## src/rtl/movegen_sequencer_if.sv

```systemverilog
// Signal bundle between movegen_sequencer and its environment: pass control,
// the eight column FIFO ports and the outgoing valid/ready move stream.
interface movegen_sequencer_if #(
    parameter int NCOL = 8,
    parameter int FW   = 160
);
    logic                 start;
    logic                 busy;
    logic                 col_reset;
    logic [NCOL-1:0]      col_done;
    logic [NCOL-1:0]      col_empty;
    logic [NCOL-1:0]      col_rden;
    logic [NCOL*FW-1:0]   col_data;
    logic                 mv_valid;
    logic                 mv_ready;
    logic [FW-1:0]        mv_data;
    logic [2:0]           mv_col;
    logic [7:0]           mv_count;
    logic                 scan_done;
    logic                 timeout;

    modport master (
        input  start, col_done, col_empty, col_data, mv_ready,
        output busy, col_reset, col_rden, mv_valid, mv_data, mv_col,
               mv_count, scan_done, timeout
    );

    modport slave (
        output start, col_done, col_empty, col_data, mv_ready,
        input  busy, col_reset, col_rden, mv_valid, mv_data, mv_col,
               mv_count, scan_done, timeout
    );
endinterface

```

## src/rtl/movegen_sequencer.sv

```systemverilog
// One move-generation pass: reset the columns, wait for done, drain the column FIFOs
// into a registered move stream. Define MOVEGEN_FIXED_PRIO_EN for lowest-index-first grant.
module movegen_sequencer #(
    parameter int NCOL    = 8,
    parameter int FW      = 160,
    parameter int RST_CYC = 2,
    parameter int TIMEOUT = 255
) (
    input  logic                clk,
    input  logic                reset,
    movegen_sequencer_if.master bus
);
    typedef enum logic [2:0] {S_IDLE, S_RST, S_WAIT, S_DRAIN, S_FIN} state_e;

    state_e          state_q, state_d;
    logic [7:0]      cnt_q, cnt_d;
    logic            mv_valid_q, mv_valid_d;
    logic [FW-1:0]   mv_data_q, mv_data_d;
    logic [2:0]      mv_col_q, mv_col_d;
    logic [7:0]      mv_count_q, mv_count_d;
    logic            timeout_q, timeout_d;
    logic [NCOL-1:0] rden;
    logic [2:0]      grant;
    logic            any_ne;
    logic            out_free;

    assign any_ne   = ~&bus.col_empty;
    assign out_free = !mv_valid_q || bus.mv_ready;

`ifdef MOVEGEN_FIXED_PRIO_EN
    always_comb begin
        grant = '0;
        for (int i = NCOL - 1; i >= 0; i--) begin
            if (!bus.col_empty[i]) grant = 3'(i);
        end
    end
`else
    logic [2:0] rr_q, rr_d;
    logic       found;

    // Search starts at the rr pointer and wraps, so every column gets a turn.
    always_comb begin
        grant = '0;
        found = 1'b0;
        for (int i = 0; i < NCOL; i++) begin
            if (!found && !bus.col_empty[(int'(rr_q) + i) % NCOL]) begin
                grant = 3'((int'(rr_q) + i) % NCOL);
                found = 1'b1;
            end
        end
    end
`endif

    // NOTE: every variable gets its hold value first so no path through the case infers a latch.
    always_comb begin
        state_d    = state_q;
        cnt_d      = cnt_q;
        mv_valid_d = mv_valid_q;
        mv_data_d  = mv_data_q;
        mv_col_d   = mv_col_q;
        mv_count_d = mv_count_q;
        timeout_d  = timeout_q;
        rden       = '0;
`ifndef MOVEGEN_FIXED_PRIO_EN
        rr_d       = rr_q;
`endif
        case (state_q)
            S_IDLE: begin
                if (bus.start) begin
                    state_d    = S_RST;
                    cnt_d      = '0;
                    mv_count_d = '0;
                    timeout_d  = 1'b0;
`ifndef MOVEGEN_FIXED_PRIO_EN
                    rr_d       = '0;
`endif
                end
            end
            S_RST: begin
                if (cnt_q == 8'(RST_CYC - 1)) begin
                    state_d = S_WAIT;
                    cnt_d   = '0;
                end else begin
                    cnt_d = cnt_q + 8'd1;
                end
            end
            S_WAIT: begin
                if (&bus.col_done) begin
                    state_d = S_DRAIN;
                    cnt_d   = '0;
                end else if (cnt_q == 8'(TIMEOUT - 1)) begin
                    state_d   = S_DRAIN;
                    cnt_d     = '0;
                    timeout_d = 1'b1;
                end else begin
                    cnt_d = cnt_q + 8'd1;
                end
            end
            S_DRAIN: begin
                if (out_free) begin
                    if (any_ne) begin
                        rden[grant] = 1'b1;
                        mv_valid_d  = 1'b1;
                        mv_data_d   = bus.col_data[int'(grant)*FW +: FW];
                        mv_col_d    = grant;
                        mv_count_d  = (mv_count_q == 8'hFF) ? mv_count_q : mv_count_q + 8'd1;
`ifndef MOVEGEN_FIXED_PRIO_EN
                        rr_d        = (int'(grant) == NCOL - 1) ? 3'd0 : grant + 3'd1;
`endif
                    end else begin
                        mv_valid_d = 1'b0;
                    end
                end
                // An empty FIFO set means no pop this cycle, so only the register matters.
                if (!any_ne && !mv_valid_q) state_d = S_FIN;
            end
            S_FIN:   state_d = S_IDLE;
            default: state_d = S_IDLE;
        endcase
    end

    // NOTE: sequential state uses non-blocking assignments so all flops update together.
    always_ff @(posedge clk or negedge reset) begin
        if (!reset) begin
            state_q    <= S_IDLE;
            cnt_q      <= '0;
            mv_valid_q <= 1'b0;
            mv_data_q  <= '0;
            mv_col_q   <= '0;
            mv_count_q <= '0;
            timeout_q  <= 1'b0;
`ifndef MOVEGEN_FIXED_PRIO_EN
            rr_q       <= '0;
`endif
        end else begin
            state_q    <= state_d;
            cnt_q      <= cnt_d;
            mv_valid_q <= mv_valid_d;
            mv_data_q  <= mv_data_d;
            mv_col_q   <= mv_col_d;
            mv_count_q <= mv_count_d;
            timeout_q  <= timeout_d;
`ifndef MOVEGEN_FIXED_PRIO_EN
            rr_q       <= rr_d;
`endif
        end
    end

    assign bus.busy      = (state_q != S_IDLE);
    assign bus.col_reset = (state_q == S_RST);
    assign bus.scan_done = (state_q == S_FIN);
    assign bus.col_rden  = rden;
    assign bus.mv_valid  = mv_valid_q;
    assign bus.mv_data   = mv_data_q;
    assign bus.mv_col    = mv_col_q;
    assign bus.mv_count  = mv_count_q;
    assign bus.timeout   = timeout_q;
endmodule
```

## src/flat_wrapper.sv

```systemverilog
// flat-port wrapper written by rule: the top's interface ports become plain ports
module movegen_sequencer_flat 
#(
    parameter int NCOL    = 8,
    parameter int FW      = 160,
    parameter int RST_CYC = 2,
    parameter int TIMEOUT = 255
)
  (clk, reset, bus_start, bus_col_done, bus_col_empty, bus_col_data, bus_mv_ready, bus_busy, bus_col_reset, bus_col_rden, bus_mv_valid, bus_mv_data, bus_mv_col, bus_mv_count, bus_scan_done, bus_timeout);
  movegen_sequencer_if #(.NCOL(NCOL), .FW(FW)) bus_i ();
  input  logic clk;
  input  logic reset;
  input wire logic [$bits(bus_i.start)-1:0] bus_start;
  input wire logic [$bits(bus_i.col_done)-1:0] bus_col_done;
  input wire logic [$bits(bus_i.col_empty)-1:0] bus_col_empty;
  input wire logic [$bits(bus_i.col_data)-1:0] bus_col_data;
  input wire logic [$bits(bus_i.mv_ready)-1:0] bus_mv_ready;
  output wire logic [$bits(bus_i.busy)-1:0] bus_busy;
  output wire logic [$bits(bus_i.col_reset)-1:0] bus_col_reset;
  output wire logic [$bits(bus_i.col_rden)-1:0] bus_col_rden;
  output wire logic [$bits(bus_i.mv_valid)-1:0] bus_mv_valid;
  output wire logic [$bits(bus_i.mv_data)-1:0] bus_mv_data;
  output wire logic [$bits(bus_i.mv_col)-1:0] bus_mv_col;
  output wire logic [$bits(bus_i.mv_count)-1:0] bus_mv_count;
  output wire logic [$bits(bus_i.scan_done)-1:0] bus_scan_done;
  output wire logic [$bits(bus_i.timeout)-1:0] bus_timeout;
  assign bus_i.start = bus_start;
  assign bus_i.col_done = bus_col_done;
  assign bus_i.col_empty = bus_col_empty;
  assign bus_i.col_data = bus_col_data;
  assign bus_i.mv_ready = bus_mv_ready;
  assign bus_busy = bus_i.busy;
  assign bus_col_reset = bus_i.col_reset;
  assign bus_col_rden = bus_i.col_rden;
  assign bus_mv_valid = bus_i.mv_valid;
  assign bus_mv_data = bus_i.mv_data;
  assign bus_mv_col = bus_i.mv_col;
  assign bus_mv_count = bus_i.mv_count;
  assign bus_scan_done = bus_i.scan_done;
  assign bus_timeout = bus_i.timeout;
  movegen_sequencer #(.NCOL(NCOL), .FW(FW), .RST_CYC(RST_CYC), .TIMEOUT(TIMEOUT)) u_core (.clk(clk), .reset(reset), .bus(bus_i));
endmodule
```

## config.mk

```make
export PLATFORM = sky130hd
export DESIGN_NAME = movegen_sequencer_flat
export DESIGN_NICKNAME = d
export VERILOG_FILES = /design/src/rtl/movegen_sequencer_if.sv /design/src/rtl/movegen_sequencer.sv /design/src/flat_wrapper.sv
export SDC_FILE = /design/constraint.sdc
export NUM_CORES = 1
export LEC_CHECK = 0
export ABC_AREA = 1
export CORE_AREA = 10 10 574 576
export DETAILED_ROUTE_END_ITERATION = 10
export DIE_AREA = 0 0 584 586
export SYNTH_ARGS = -nofsm -noshare
export SYNTH_HDL_FRONTEND = slang
export SYNTH_SLANG_ARGS = --single-unit
```

## constraint.sdc

```tcl
create_clock -name clk -period 10.9 [get_ports clk]
set_clock_uncertainty 0.2 [all_clocks]
set_input_delay 2.18 -clock clk [delete_from_list [all_inputs] [get_ports clk]]
set_output_delay 2.18 -clock clk [all_outputs]
set_load 0.02 [all_outputs]
```

==> flow_summary.json, run 1 <==
{
  "max_freq_mhz": 113,
  "power_density_mw_per_mm2": 438,
  "grt_remaining_overflow": 0,
  "wl_met1_um": 111000,
  "clk_latency_ns": 0.58,
  "nNetsFinal": 6706,
  "yosysSeqAreaShare": 0.218,
  "drive_gt1_frac": 0.0198,
  "r2r-end": "u_core.bus.mv_data[129]",
  "h-tree-depth": 4,
  "gp_congestion": 0.956,
  "synth_compound_area_frac": 0.00880,
  "via_per_inst": 3.46,
  "status": "finished, final reports clean",
  "die_y_um": 586,
  "dr.pass1.iters": 5,
  "syn_to_final_growth_pct": 92.8,
  "min_period_over_period": 0.814,
  "post-route-worst-setup-slack_ns": 2.03,
  "seq_area_mm2": 0.00468,
  "period_needed_ns": 8.87,
  "syn_nets": 5458,
  "maxUsedRoutingLayer": "met5",
  "dpl.hpwl_um": 254000,
  "cts.sinks": 187,
  "io_buffer_count": 1483,
  "finish.utilization": 0.130,
  "syn_inst": 4150,
  "holdPathStages": 2,
  "yosys-top-cells-area": "nand2_1 38%, dfrtp_1 22%, nand3_1 16%, nor2_1 9.1%, buf_2 3.8%",
  "met2_length_um": 136000,
  "hold_viol": 0,
  "yosys.area_share.simple": 0.672,
  "ant_nets": 0,
  "post-cts-setup-buffer-count": 0,
  "yosys.area.top_type_share": 0.380,
  "start_kind": "input port",
  "rsz0062_at_grt": "false",
  "worstRegToRegCells": 20,
  "crit_path_end_kind": "output pin",
  "final_common_cell": "nand2_1",
  "p_leak_uw": 0.0173,
  "multi_input_area_mm2": 0.0148,
  "grt_max_degree": 149,
  "dieWidth_um": 584,
  "most-common-layout-cells": "2175 x nand2_1, 1481 x clkdlybuf4s50_1, 681 x nand3_1, 521 x nor2_1, 187 x dfrtp_1",
  "min_to": "u_core.bus.mv_col[1]",
  "core_mm2": 0.317,
  "synth_top_family_by_area": "simple AND/OR/NAND/NOR gates",
  "num_rows": 207,
  "ys_ff_latch": 187,
  "async_reset_ff_frac": 1.00,
  "synthXorXnorAreaFrac": 0.00198,
  "critPathArrivalTime_ns": 6.49,
  "grt_pass1_vias": 32300,
  "synth_cell_type_count": 39,
  "die_area_mm2": 0.342,
  "synth-edff-count": 0,
  "hold_buffers": 0,
  "drc": 0,
  "vias": 33600,
  "setup_viol": 0,
  "wirelength_um": 293000,
  "track_usage": 0.161,
  "rr_startpoint": "u_core.rr_q[0]",
  "yosysWarningCount": 0,
  "ctsResizeCount": 0,
  "hold_ws_ns": 0.301,
  "max_cap_viol_count": 0,
  "clockBufferDepth": 3,
  "yosys.area.top_type": "nand2_1",
  "worst_slew_pin_slew_ns": 0.993,
  "fin_tns_setup_ns": 0,
  "hp-class": "reg -> reg",
  "start_util": 0.0676,
  "place_ws_ns": 1.94,
  "synth-main-ff-cell": "dfrtp_1",
  "cts_tree": "done",
  "route.met3.wl_um": 31700,
  "cts_made_buffers": 21,
  "path_max_fanout": 86,
  "synth_fa_ha_area_frac": 0.00466,
  "fillers": 37200,
  "synth_area_mm2": 0.0215,
  "min_from": "u_core.bus.mv_col[1]",
  "relSlewSlack": 0.338,
  "antenna_found_initial": 291,
  "syn_avg_cell_area_um2": 5.17,
  "slew_violations": 0,
  "drt_iter0_markers": 2761,
  "critical_path_class": "in -> out",
  "rrSetupSlack_ns": 4.20,
  "ir_drop_mv": 0.516,
  "synth.area.mux_share": 0,
  "clk_pin_slew_worst_paths_ns": 0.10,
  "root_buffer": "clkbuf_16",
  "required_ns": 8.52,
  "ios": 1484,
  "wire_per_inst_um": 30.2,
  "grt_pass1_wl_um": 360000
}
## per-stage QoR
step,total power [uW],instances,area [um2]
2_1_floorplan,10100,4150,21500
3_3_place_gp,17800,9555,40400
3_5_place_dp,17700,9555,40400
4_1_cts,18700,9588,41100
5_1_grt,19700,9642,41300
6_report,18100,9687,41400
## critical path, stage by stage
cell             delay [ns]
clkdlybuf4s50_1        0.59
nand2_1                0.10
nand3_1                0.12
nand2_1                0.10
nand2_1                0.09
nand2_1                0.17
nor3_4                 0.27
nand3_1                0.10
nand2_1                0.17
nand2_8                0.33
nand2_8                0.66
clkinv_8               0.43
nand2_1                0.39
nor2_1                 0.12
clkdlybuf4s50_1        0.56
## cell type report
class / count / share of cell area
diodes: 99 / 0.00599
clock buffers: 22 / 0.0128
clock inverters: 11 / 0.00369
inverters: 122 / 0.0119
multi-input cells: 3540 / 0.357
flip-flops and latches: 187 / 0.113
well taps: 4180 / 0.126
repair buffers: 1526 / 0.369
## sequential cells by signal, summed over array words and instances (netlist names)
name,count
u_core.bus.timeout,1
u_core.bus.mv_count,8
u_core.bus.mv_data,160
u_core.state_q,3
u_core.rr_q,3
u_core.bus.mv_col,3
u_core.bus.mv_valid,1
u_core.cnt_q,8
## per-layer routing
layer / global-route usage / vias to the layer above
met5: 0 / -
met4: 0.0623 / 148
met3: 0.0694 / 544
met2: 0.269 / 1836
met1: 0.181 / 15500
li1: - / 15500
## worst max path at each step
stage / startpoint / endpoint / depth (start not counted)
final: bus_col_empty[1] / bus_col_rden[4] / 15
after global routing: bus_col_empty[7] / bus_col_rden[4] / 15
after CTS: bus_col_empty[1] / bus_col_rden[4] / 15
after global placement: bus_col_empty[7] / bus_col_rden[4] / 15
after detailed placement: bus_col_empty[1] / bus_col_rden[4] / 15
after floorplan: bus_col_empty[7] / bus_col_rden[4] / 14
## kinds of logic (layout without fill, tap and decap cells)
kind of cell | after synthesis | in the layout
flops | 187 | 187
other cells | 0 | 99
buf+inv | 423 | 1681
compound gates | 33 | 33
xor+xnor | 4 | 4
simple gates | 3495 | 3495
fa+ha+maj | 8 | 8
## Yosys cell counts (all sizes together) (3+ instances only)
master / n
ha: 8
nand3: 684
o21ai: 17
clkbuf: 77
dfrtp: 187
nor3b: 3
nand4: 11
a21oi: 10
nand3b: 77
nand2: 2182
inv: 122
nor2: 525
buf: 224
nor3: 9
## power breakdown
| group | switching [uW] | total, uW | internal (uW) |
|---|---|---|---|
| sequential | 213 | 1260 | 1050 |
| combinational | 11900 | 16000 | 4030 |
| clock | 447 | 881 | 434 |
| total | 12600 | 18100 | 5510 |
(Power assumes the default switching activity.)
==> run 2: changes to the inputs <==
Settings changed: CORE_AREA 10 10 574 576 to 10 10 563 565, DIE_AREA 0 0 584 586 to 0 0 573 575.
Clock period 10.9 ns to 8.5 ns, I/O delays scaled along.
==> run 2 against run 1 <==
Net effect: sequential power is 29% higher; setup slack worse by 0.89 ns; first-iteration DRC count up 5.8%; non-clock buffer count rose by 1; combinational power grew 29%; cell area about the same; cell count shrank 0.81%; utilization grew 0.52 points; global-route usage rose by 0.31 points; routed wire length is 2.4% lower.
==> flow_summary.json, run 2 (synthesis gave the netlist of run 1 again) <==
{
  "status": "finished, final reports clean",
  "core_mm2": 0.305,
  "grt_max_degree": 153,
  "setup_viol": 0,
  "cpPeakStageDelay_ns": 0.55,
  "nNetsFinal": 6707,
  "relSlewSlack": 0.218,
  "finish.utilization": 0.136,
  "most-common-layout-cells": "2175 x nand2_1, 1482 x clkdlybuf4s50_1, 681 x nand3_1, 521 x nor2_1, 187 x dfrtp_1",
  "path_cells": "clkdlybuf4s50_1 > nand2_1 > nand3_1 > nand3_1 > nand2_2 > nand3_4 > nor3_4 > nand3_1 > nand2_1 > nand2_8 > nand2_8 > clkinv_8 > nand2_1 > nor2_1 > clkdlybuf4s50_1",
  "cts_made_buffers": 21,
  "max_cap_viol_count": 0,
  "dr.pass1.iters": 7,
  "io_buffer_count": 1483,
  "worstRegToRegCells": 20,
  "hold_viol": 0,
  "final_common_cell": "nand2_1",
  "die_area_mm2": 0.329,
  "largest_register_ffs": 160,
  "min_period_over_period": 0.866,
  "crit_path_end_kind": "output pin",
  "grt_pass1_vias": 32500,
  "hold_buffers": 0,
  "required_ns": 6.60,
  "worst_slew_pin_slew_ns": 1.17,
  "drc": 0,
  "wire_per_inst_um": 29.8,
  "start_util": 0.0704,
  "post-cts-setup-buffer-count": 0,
  "cpMaxStageDelayCell": "clkdlybuf4s50_1",
  "p_leak_uw": 0.0173,
  "clk_pin_slew_worst_paths_ns": 0.10,
  "wirelength_um": 286000,
  "critPathArrivalTime_ns": 5.46,
  "rrSetupSlack_ns": 2.49,
  "power_density_mw_per_mm2": 564,
  "clk_latency_ns": 0.59,
  "ctsResizeCount": 0,
  "root_buffer": "clkbuf_16",
  "drt_iter0_markers": 2922,
  "critical_path_class": "in -> out",
  "rsz0062_at_grt": "false",
  "drive_gt1_frac": 0.0200,
  "die_y_um": 575,
  "ant_nets": 0,
  "num_rows": 203,
  "path_max_fanout": 56,
  "period_needed_ns": 7.36,
  "fin_tns_setup_ns": 0,
  "start_kind": "input port",
  "dieWidth_um": 573,
  "cts.sinks": 187,
  "track_usage": 0.164,
  "ir_drop_mv": 0.767,
  "cts_tree": "done",
  "gp_congestion": 0.959,
  "clockBufferDepth": 3,
  "grt_pass1_wl_um": 358000,
  "fillers": 35800,
  "holdPathStages": 1,
  "vias": 33700,
  "hold_ws_ns": 0.310,
  "max_freq_mhz": 136,
  "h-tree-depth": 4,
  "grt_remaining_overflow": 0,
  "via_per_inst": 3.51,
  "dpl.hpwl_um": 246000,
  "hp-class": "reg -> reg",
  "slew_violations": 0,
  "antenna_found_initial": 265,
  "ios": 1484,
  "syn_to_final_growth_pct": 92.8
}
run 2: worst paths after layout:
| kind | start | to |
|---|---|---|
| max | bus_col_empty[3] | bus_col_rden[4] |
| min | u_core.cnt_q[4] | u_core.cnt_q[4] |
| max reg2reg | u_core.rr_q[0] | u_core.bus.mv_data[83] |
| min reg2reg | u_core.cnt_q[4] | u_core.cnt_q[4] |
| max in group asynchronous | reset | u_core.bus.mv_data[64] |
| min in group asynchronous | reset | u_core.bus.mv_data[146] |
run 2: final cells by class:
type	count	area, um2	share of cell area
antenna	100	250	0.00605
clock buffer	21	526	0.0127
clock inverter	12	153	0.00369
inverter	122	493	0.0119
multi-input combinational	3540	14800	0.357
sequential	187	4680	0.113
tap	4100	5130	0.124
timing repair buffer	1527	15400	0.371
run 2: metal layers:
| layer | GRT usage | up-vias | share of wire |
|---|---|---|---|
| met4 | 0.0562 | 120 | 0.043 |
| met3 | 0.0588 | 516 | 0.091 |
| li1 | - | 15500 | - |
| met5 | 0 | - | 0.0029 |
| met2 | 0.279 | 1841 | 0.47 |
| met1 | 0.190 | 15700 | 0.40 |
run 2: metrics by stage:
step | std cells | cell area [um2] | total power [uW] | worst slack (ns)
2_1_floorplan | 4150 | 21500 | 12900 | 3.08
3_3_place_gp | 9476 | 40400 | 22800 | 1.06
3_5_place_dp | 9476 | 40400 | 22700 | 1.07
4_1_cts | 9509 | 41100 | 24000 | 1.06
5_1_grt | 9564 | 41300 | 25400 | 0.783
6_report | 9609 | 41400 | 23300 | 1.14
run 2: worst max-delay path, delay by kind of cell:
kind / cells / cell delay [ns]
simple gates: 12 / 2.27
buf+inv: 3 / 1.43
run 2: report_power, final:
part | switching, uW | total, uW | internal [uW]
logic | 15300 | 20600 | 5290
clock network | 592 | 1120 | 531
registers | 276 | 1620 | 1340
